File: src/rtl/sa_pkg.sv
`default_nettype none
// ============================================================================
// Module      : sa_pkg
// Description : Constants and types shared between the SA systolic array and
//               its feeders. Holds the default array geometry, the skewer FSM
//               state type and the width of one lane slice of a weight bus.
// Revision    : 1.0 - initial release
// ============================================================================
package sa_pkg;

  // Default array geometry. The SA array uses the same values.
  localparam int SA_PE_SIZE    = 4;
  localparam int SA_DATA_WIDTH = 8;
  localparam int SA_PSUM_WIDTH = 32;
  localparam int SA_MAX_K      = 256;

  // Width of one lane slice of a packed weight bus (lane j = [j*W +: W]).
  localparam int SA_LANE_SLICE_W = SA_DATA_WIDTH;

  // Skewer control states.
  typedef enum logic [1:0] {
    IDLE   = 2'd0,
    STREAM = 2'd1,
    DRAIN  = 2'd2
  } sa_state_e;

endpackage : sa_pkg
`default_nettype wire

File: src/rtl/skew_delay_line.sv
`default_nettype none
// ============================================================================
// Module      : skew_delay_line
// Description : DEPTH-stage shift register carrying a {data, en} slot per
//               stage, with synchronous clear. The last stage is the output
//               register.
// Ports       : clk, rst      - clock, synchronous active-high clear
//               din_i, en_i   - stage-0 input slot
//               dout_o, en_o  - slot leaving the final stage
// Revision    : 1.0 - initial release
// ============================================================================
module skew_delay_line #(
  parameter int DEPTH = 1,
  parameter int WIDTH = 8
) (
  input  logic             clk,
  input  logic             rst,
  input  logic [WIDTH-1:0] din_i,
  input  logic             en_i,
  output logic [WIDTH-1:0] dout_o,
  output logic             en_o
);

  // Each stage packs {data, en}; en sits in bit 0.
  logic [WIDTH:0] stage_q [DEPTH];
  logic [WIDTH:0] stage_d [DEPTH];

  always_comb begin
    stage_d[0] = {din_i, en_i};
    for (int i = 1; i < DEPTH; i++) begin
      stage_d[i] = stage_q[i-1];
    end
  end

  always_ff @(posedge clk) begin
    if (rst) begin
      for (int i = 0; i < DEPTH; i++) begin
        stage_q[i] <= '0;
      end
    end else begin
      for (int i = 0; i < DEPTH; i++) begin
        stage_q[i] <= stage_d[i];
      end
    end
  end

  assign dout_o = stage_q[DEPTH-1][WIDTH:1];
  assign en_o   = stage_q[DEPTH-1][0];

endmodule : skew_delay_line
`default_nettype wire

File: src/rtl/sa_weight_skewer.sv
`default_nettype none
// ============================================================================
// Module      : sa_weight_skewer
// Description : Accepts a tile of aligned weight vectors on a valid/ready
//               stream and emits them diagonally skewed for the SA array.
//               Lane PE_SIZE-1 leads; lane 0 trails by PE_SIZE-1 cycles.
// Ports       : clk, rst                      - clock, sync active-high reset
//               start_i                       - begin tile (IDLE only)
//               wvec_i/_valid_i/_last_i/_ready_o - weight vector stream
//               weight_col_o, weight_en_col_o - skewed weights and enables
//               psum_en_row_o, psum_row_o     - psum enable (= weight enable),
//                                               psum seed (zero)
//               busy_o, done_o, vec_cnt_o     - status
// Revision    : 1.0 - initial release
// ============================================================================
module sa_weight_skewer
  import sa_pkg::*;
#(
  parameter int PE_SIZE    = SA_PE_SIZE,
  parameter int DATA_WIDTH = SA_LANE_SLICE_W,
  parameter int PSUM_WIDTH = SA_PSUM_WIDTH,
  parameter int MAX_K      = SA_MAX_K
) (
  input  logic                           clk,
  input  logic                           rst,
  input  logic                           start_i,
  input  logic [DATA_WIDTH*PE_SIZE-1:0]  wvec_i,
  input  logic                           wvec_valid_i,
  input  logic                           wvec_last_i,
  output logic                           wvec_ready_o,
  output logic [DATA_WIDTH*PE_SIZE-1:0]  weight_col_o,
  output logic [PE_SIZE-1:0]             weight_en_col_o,
  output logic [PE_SIZE-1:0]             psum_en_row_o,
  output logic [PSUM_WIDTH*PE_SIZE-1:0]  psum_row_o,
  output logic                           busy_o,
  output logic                           done_o,
  output logic [$clog2(MAX_K+1)-1:0]     vec_cnt_o
);

  localparam int CNT_W = $clog2(MAX_K+1);
  localparam int DRN_W = (PE_SIZE > 1) ? $clog2(PE_SIZE) : 1;
  localparam logic [CNT_W-1:0] C_MAX_K    = CNT_W'(MAX_K);
  localparam logic [DRN_W-1:0] C_DRN_LAST = DRN_W'(PE_SIZE-1);

  sa_state_e        state_q, state_d;
  logic [CNT_W-1:0] cnt_q, cnt_d;
  logic [DRN_W-1:0] drn_q, drn_d;
  logic             done_q, done_d;
  logic             accept;

  assign accept = (state_q == STREAM) && wvec_valid_i;

  always_comb begin
    state_d = state_q;
    cnt_d   = cnt_q;
    drn_d   = drn_q;
    done_d  = 1'b0;
    case (state_q)
      IDLE: begin
        if (start_i) begin
          state_d = STREAM;
          cnt_d   = '0;
        end
      end
      STREAM: begin
        if (accept) begin
          cnt_d = cnt_q + CNT_W'(1);
          // Reaching MAX_K forces the tile closed, so the counter can never
          // pass MAX_K: saturation falls out of leaving STREAM.
          if (wvec_last_i || (cnt_q + CNT_W'(1)) == C_MAX_K) begin
            state_d = DRAIN;
            drn_d   = '0;
          end
        end
      end
      DRAIN: begin
        // PE_SIZE cycles lets lane 0 (the deepest line) emit its last slot.
        if (drn_q == C_DRN_LAST) begin
          state_d = IDLE;
          done_d  = 1'b1;
        end else begin
          drn_d = drn_q + DRN_W'(1);
        end
      end
      default: state_d = IDLE;
    endcase
  end

  always_ff @(posedge clk) begin
    if (rst) begin
      state_q <= IDLE;
      cnt_q   <= '0;
      drn_q   <= '0;
      done_q  <= 1'b0;
    end else begin
      state_q <= state_d;
      cnt_q   <= cnt_d;
      drn_q   <= drn_d;
      done_q  <= done_d;
    end
  end

  // Lane j delay line is PE_SIZE-j deep, so the top lane appears first.
  for (genvar j = 0; j < PE_SIZE; j++) begin : g_lane
    logic [DATA_WIDTH-1:0] lane_din;
    assign lane_din = accept ? wvec_i[j*DATA_WIDTH +: DATA_WIDTH] : '0;

    skew_delay_line #(
      .DEPTH (PE_SIZE - j),
      .WIDTH (DATA_WIDTH)
    ) u_dl (
      .clk    (clk),
      .rst    (rst),
      .din_i  (lane_din),
      .en_i   (accept),
      .dout_o (weight_col_o[j*DATA_WIDTH +: DATA_WIDTH]),
      .en_o   (weight_en_col_o[j])
    );
  end : g_lane

  assign wvec_ready_o  = (state_q == STREAM);
  assign busy_o        = (state_q != IDLE);
  assign done_o        = done_q;
  assign vec_cnt_o     = cnt_q;
  assign psum_en_row_o = weight_en_col_o;
  assign psum_row_o    = '0;

endmodule : sa_weight_skewer
`default_nettype wire

File: config.mk
export PLATFORM = sky130hd
export DESIGN_NAME = sa_weight_skewer
export DESIGN_NICKNAME = d
export VERILOG_FILES = /design/src/rtl/sa_pkg.sv /design/src/rtl/skew_delay_line.sv /design/src/rtl/sa_weight_skewer.sv
export SDC_FILE = /design/constraint.sdc
export NUM_CORES = 1
export LEC_CHECK = 0
export CELL_PAD_IN_SITES_DETAIL_PLACEMENT = 2
export CELL_PAD_IN_SITES_GLOBAL_PLACEMENT = 2
export CORE_MARGIN = 1.5
export CORE_UTILIZATION = 23
export CTS_BUF_LIST = sky130_fd_sc_hd__clkbuf_8
export DETAILED_ROUTE_END_ITERATION = 6
export HOLD_SLACK_MARGIN = 0.15
export PLACE_DENSITY = 0.93
export SYNTH_ARGS = -nofsm -noshare
export SYNTH_HDL_FRONTEND = slang
export SYNTH_SLANG_ARGS = --single-unit
File: constraint.sdc
create_clock -name clk -period 1.8 [get_ports clk]
set_input_delay 0.36 -clock clk [delete_from_list [all_inputs] [get_ports clk]]
set_output_delay 0.36 -clock clk [all_outputs]
set_load 0.1 [all_outputs]
# ---- Word-level counts from Yosys, hierarchy flattened
# Memory sizes are Yosys's and may differ from the RTL's.
# Cells that the tools add are included.
dict set report word_totals {
  reg_bits 14
  mem_bits_rw 90
  in_bits 37
  output_inout_bits 180
  elab_cells 71
  memories 4
}
# memory words word_bits read_ports rd_ports_with_merged_regs wr line
set mem_list {}
lappend mem_list {{g_lane[0].u_dl.stage_q} 4 9 4 0 4 skew_delay_line.sv:25} ;# logic [WIDTH:0] stage_q [DEPTH];
lappend mem_list {{g_lane[1].u_dl.stage_q} 3 9 3 0 3 skew_delay_line.sv:25}
lappend mem_list {{g_lane[2].u_dl.stage_q} 2 9 2 0 2 skew_delay_line.sv:25}
lappend mem_list {{g_lane[3].u_dl.stage_q} 1 9 1 0 1 skew_delay_line.sv:25}
dict set report classes {
  addsub 2
  eq_ne 9
  mux 31
  bitwise 10
  n_reduce_logical 11
}
# op n
set ops {}
lappend ops {{$mux 9} 12}
lappend ops {{$mux 8} 4}
lappend ops {{$pmux 9 s2} 1}
lappend ops {{$mux 2} 7}
lappend ops {{$add 9x1->9 const B} 1}
lappend ops {{$eq 9x9->1 const B} 1}
lappend ops {{$or 1x1->1} 9}
lappend ops {{$reduce_or 9->1} 1}
lappend ops {{$reduce_and 4->1} 2}
lappend ops {{$ne 2x2->1 const B} 3}
lappend ops {{$pmux 2 s3} 1}
lappend ops {{$reduce_bool 2->1} 3}
lappend ops {{$mux 1} 5}
lappend ops {{$eq 2x2->1 const B} 2}
lappend ops {{$ne 2x1->1 const B} 2}
lappend ops {{$pmux 2 s2} 1}
lappend ops {{$reduce_and 3->1} 1}
lappend ops {{$add 2x1->2 const B} 1}
lappend ops {{$eq 2x1->1 const B} 1}
lappend ops {{$logic_not 2->1} 1}
lappend ops {{$reduce_or 2->1} 1}
lappend ops {{$logic_and 1x1->1} 1}
lappend ops {{$logic_or 1x1->1} 1}
lappend ops {{$not 1->1} 1}

# ---- Longest topological paths before layout
# Gate-level depths: netlist (run 1).
dict set report depth {
  depth_word 6
  depth_mapped 6
  depth_no_buf 5
}

# ---- Modules after synthesis
# Synthesis (run 1) repeated with hierarchy kept, for this count alone.
dict set report unflattened {
  cells_unflattened 441
  area_unflattened_um2 4426.7
}
# module instances cells_each area_per_inst_um2 seq_area_each_um2
set by_module_without_submodules {}
lappend by_module_without_submodules {sa_weight_skewer 1 255 1956.9 280.3}
lappend by_module_without_submodules {{skew_delay_line at g_lane[0].u_dl} 1 75 994.7 720.7}
lappend by_module_without_submodules {{skew_delay_line at g_lane[1].u_dl} 1 56 749.5 540.5}
lappend by_module_without_submodules {{skew_delay_line at g_lane[2].u_dl} 1 37 489.2 360.3}
lappend by_module_without_submodules {{skew_delay_line at g_lane[3].u_dl} 1 18 236.5 180.2}

# ---- Worst setup path after synthesis (run 1)
# No wires, ideal clock.
dict set report synth_path {
  path_kind {flip-flop to flip-flop}
  from {register cnt_q[0], in the netlist vec_cnt_o[0]}
  to {register drn_q[1]}
  setup_time_ps 134
  arrival_ps 2102
  required_time_ps 1666
  slack_ps -436
  stages_incl_launch_ff 6
  n_path_buf 0
  period_less_slack_ps 2236
  cell_sequence {dfxtp_1 ha_1 nand3_1 or4_4 nand2_1 a211oi_1}
}
dict set report synth_via {
  elab_chain_cells 5
}
# item line
set synth_rtl {}
lappend synth_rtl {{from (decl)} sa_weight_skewer.sv:46} ;# logic [CNT_W-1:0] cnt_q, cnt_d;
lappend synth_rtl {{from (signal assigned)} sa_weight_skewer.sv:97} ;# cnt_q <= cnt_d;
lappend synth_rtl {{$add 9x1->9} sa_weight_skewer.sv:70} ;# if (wvec_last_i || (cnt_q + CNT_W'(1)) == C_MAX_K) begin
lappend synth_rtl {{$eq 9x9->1} sa_weight_skewer.sv:70}
lappend synth_rtl {{$logic_or 1x1->1} sa_weight_skewer.sv:70}
lappend synth_rtl {{$ne 2x1->1 (no source line)} -}
lappend synth_rtl {{$reduce_and 4->1 (no source line)} -}
lappend synth_rtl {{to (signal assigned)} sa_weight_skewer.sv:98} ;# drn_q <= drn_d;
lappend synth_rtl {{to (decl)} sa_weight_skewer.sv:47} ;# logic [DRN_W-1:0] drn_q, drn_d;
# No other way between the ends.
# A chain may end at the register's enable or synchronous reset.

# ---- Worst setup path after layout (run 1)
dict set report layout_path {
  from {register state_q[1]}
  to {output port busy_o}
}
dict set report layout_via {
  elab_chain_cells 1
}
# item line
set layout_rtl {}
lappend layout_rtl {{from (decl)} sa_weight_skewer.sv:45} ;# sa_state_e state_q, state_d;
lappend layout_rtl {{from (signal assigned)} sa_weight_skewer.sv:96} ;# state_q <= state_d;
lappend layout_rtl {{$reduce_bool 2->1} sa_weight_skewer.sv:122} ;# assign busy_o = (state_q != IDLE);
lappend layout_rtl {{to (decl)} sa_weight_skewer.sv:35} ;# output logic busy_o,
# No other way between the ends.

==> results of run 1 <==
## how the worst max path moves through the flow
stage                                               to                       from  cells after the start
2_1_floorplan                    drn_q[1]$_SDFFE_PP0P_  vec_cnt_o[4]$_SDFFE_PP0P_                      4
3_3_place_gp                 vec_cnt_o[5]$_SDFFE_PP0P_               wvec_valid_i                      4
3_5_place_dp   g_lane[1].u_dl.stage_q[0][4]$_SDFF_PP0_               wvec_valid_i                      4
4_1_cts                                   wvec_ready_o    state_q[0]$_SDFFE_PP0P_                      2
5_1_grt                                         busy_o    state_q[1]$_SDFFE_PP0P_                      2
6_report                                        busy_o    state_q[1]$_SDFFE_PP0P_                      2
## stage by stage
| stage | hold WS, ns | std cells | power, uW |
|---|---|---|---|
| 5_1_grt | 0.3441 | 722 | 5619 |
| 3_3_place_gp | 0.4173 | 706 | 3906 |
| 3_5_place_dp | 0.4285 | 706 | 3920 |
| 6_report | 0.3453 | 722 | 5399 |
| 4_1_cts | 0.3287 | 722 | 5469 |
| 2_1_floorplan | 0.4138 | 536 | 3900 |
## sequential cells by signal, summed over array words and instances, names as in the netlist
signal,flops
g_lane.u_dl.stage_q,84
vec_cnt_o,9
drn_q,2
state_q,2
done_o,1
## cells in the final DEF, fill, tap and decap left out, drive strengths merged, types with 3 or more instances in the layout
| master | count |
|---|---|
| nand3 | 6 |
| dfxtp | 98 |
| nand2 | 6 |
| a31oi | 3 |
| a211oi | 3 |
| nor2b | 54 |
| conb | 128 |
| nand2b | 3 |
| clkinv | 3 |
| inv | 4 |
| a21oi | 6 |
| buf | 63 |
| clkdlybuf4s50 | 35 |
| o21ai | 6 |
| clkbuf | 10 |
| nor2 | 9 |
| and3 | 32 |
## worst register-to-register path, cell delays in order, from the launching register on
cell      delay [ns]
dfxtp_2         0.44
nand4_1         0.24
or4_4           0.56
nand2_1         0.12
a211oi_1        0.07
## final cells by class
cell class                      instances  area (um^2)  area share
Clock buffer                           10        137.6     0.02519
Timing Repair Buffer                   98         1496      0.2739
Sequential cell                        98         1981      0.3625
Tap cell                              225        281.5     0.05152
Multi-Input combinational cell        283         1476      0.2702
Clock inverter                          6        83.83     0.01534
Inverter                                2        7.507    0.001374
## power by group through the flow
stage                     Combinational (uW)  Clock (uW)  Sequential [uW]
after floorplan                         1570           0             2330
after global placement                  1630           0             2280
after detailed placement                1640           0             2280
after CTS                               1640        1600             2230
after global routing                    1690        1690             2240
final                                   1650        1520             2230
## routing by layer
| metal | part of all wire | routed length, um | up-vias | GRT usage |
|---|---|---|---|---|
| met1 | 0.35 | 3490 | 1231 | 0.1116 |
| li1 | - | - | 1222 | - |
| met4 | 0.0095 | 95 | 0 | 0.02688 |
| met2 | 0.59 | 5928 | 89 | 0.2107 |
| met5 | 0 | 0 | - | 0 |
| met3 | 0.053 | 535 | 10 | 0.04027 |
## cells by family after synthesis
kind of cell	count (synthesis)	share of synthesized area
DFF	98	0.4834
and+or+nand+nor	125	0.1908
AOI/OAI and AO/OA	28	0.04778
buffers and inverters	155	0.2710
adders and majority gates	2	0.006164
other	1	0.0009239
## repair_timing
item	4_1_cts	5_1_grt
gates resized for setup	0	1
hold buffers	0	0
endpoints found under the setup margin	0	1
==> qor.csv, run 1 <==
stage,metric,value,unit
placed_design,pre_cts_ws,-0.07532,ns
cts,cts_buffers,9,
worst_setup_path,critPathMaxStageDelay,0.42,ns
synthesis,synthTopCellsByArea,"dfxtp_1, buf_4, nor2b_1, and3_1, clkbuf_1",
synthesis,synth_edf_count,0,
worst_setup_path,rr_endpoint,drn_q[1]$_SDFFE_PP0P_,
cts,clockRootBuffer,clkbuf_8,
finish,final_area,5464,um^2
worst_setup_path,arrival,1.34,ns
synthesis,ys_ff_latch,98,
synthesis,async_flop_share,0,
timing,hold_viol,0,
worst_setup_path,worstPathRequired,1.44,ns
worst_setup_path,timing.rr.start,vec_cnt_o[4]$_SDFFE_PP0P_,
cts,cts.path.max_buffers,2,
routing,first_pass_iters,4,
cts,clk_latency,0.37,ns
global_route,grt_max_degree,49,
worst_setup_path,start_kind,flop,
routing,viasPerCell,3.535,
timing,finalCritPeriodShare,0.9432,
timing,fin_setup_tns,0,ns
cts,postCtsSetupBuffers,0,
placed_design,hpwl,7.866,mm
worst_setup_path,critPathTopFamily,flip-flops,
worst_setup_path,worst-setup-path-type,flop to primary output,
run_status,status,finished clean,
global_route,first_global_vias,2620,
flow_run,maxCapViolCount,0,
worst_setup_path,path_cells,or2_2 > buf_12,
floorplan,die_area,18450,um^2
floorplan,fp-row-count,48,
global_route,grtUsageTotal,0.1099,
hold_path,worstHoldStart,rst,
routing,wl,10.05,mm
power_and_ir_drop,pwr-share-clk,0.282,
timing,fin_crit,1.698,ns
timing,fin_skew,0.009574,ns
floorplan,start_util,0.2347,
finish,drive_above_1_share,0.1911,
synthesis,syn_avg_cell_area,9.924,um^2
finish,diodes,0,
synthesis,yosysUniqueCellTypes,40,
synthesis,synth.largest_area_cell,dfxtp_1,
finish,post-route-util,0.3159,
cts,clock-sinks,98,
finish,synthToLayoutAreaGrowth,34.62,%
power_and_ir_drop,p_comb_frac,0.305,
timing,finalSetupViolations,0,
worst_setup_path,end_kind,primary output,
timing,fin_ws,0.1022,ns
global_route,grt_pass1_wl,15.12,mm
routing,ant_nets,0,
power_and_ir_drop,p_leak,0.002422,uW
global_route,antenna_found_initial,0,
finish,nets,531,
cts,cts_tree,done,
synthesis,yosysTopAreaCellShare,0.4834,
power_and_ir_drop,internal-power,3120,uW
floorplan,die_x,135.8,um
routing,post_drt_wl_per_cell,13.92,um
hold_path,worstHoldPathCells,2,
worst_setup_path,slowest_stage,dfxtp_1,
placed_design,post_dp_cell_area,5241,um^2
power_and_ir_drop,ir_worst_vdd,0.0003439,V
power_and_ir_drop,switching_share,0.4220,
finish,fill_cells,1892,
timing,fmax,589.0,MHz
placed_design,portBuffers,88,
synthesis,synth.yosys.seq_area_share,0.4834,
global_route,grt_remaining_overflow,0,
worst_setup_path,rr_worst_depth,4,
hold_path,hp-class,input pin to flop,
routing,vias,2552,
placed_design,place.gp.congestion,0.7094,
floorplan,core-area,17300,um^2
floorplan,die_y,135.8,um
cts,htree_levels,3,
synthesis,yosys_warnings,0,
synthesis,netlist_instances,409,
timing,drv_slew,0,
cts,clkTransAtPathRegs,0.10,ns
power_and_ir_drop,powerDensity,988.0,nW/um^2
synthesis,synth.most_common_cell,buf_4,
synthesis,syn_area,4059,um^2
synthesis,synthTopCellsByCount,"buf_4, dfxtp_1, nor2b_1, and3_1, clkbuf_1",
hold_path,whs_endpoint,g_lane[2].u_dl.stage_q[0][0]$_SDFF_PP0_,
worst_setup_path,timing.critical_path.buf_inv,1,
power_and_ir_drop,pwr-share-seq,0.413,
timing,rsz0062_at_grt,no,
synthesis,dominantRegCellSynth,dfxtp_1,
routing,drcViolationCount,0,
routing,drt_iter0_markers,77,
worst_setup_path,crit_fanout,10,
power_and_ir_drop,power.switching,2278,uW
worst_setup_path,regToRegSetupSlack,0.25,ns
floorplan,io_pins,217,
Power figures use the tool's default switching activity.
==> inputs of run 2 (changes only) <==
- SKIP_CTS_REPAIR_TIMING: unset -> 1
==> results of run 2 <==
The final DEF is identical to that of run 1; final timing and power are the same.
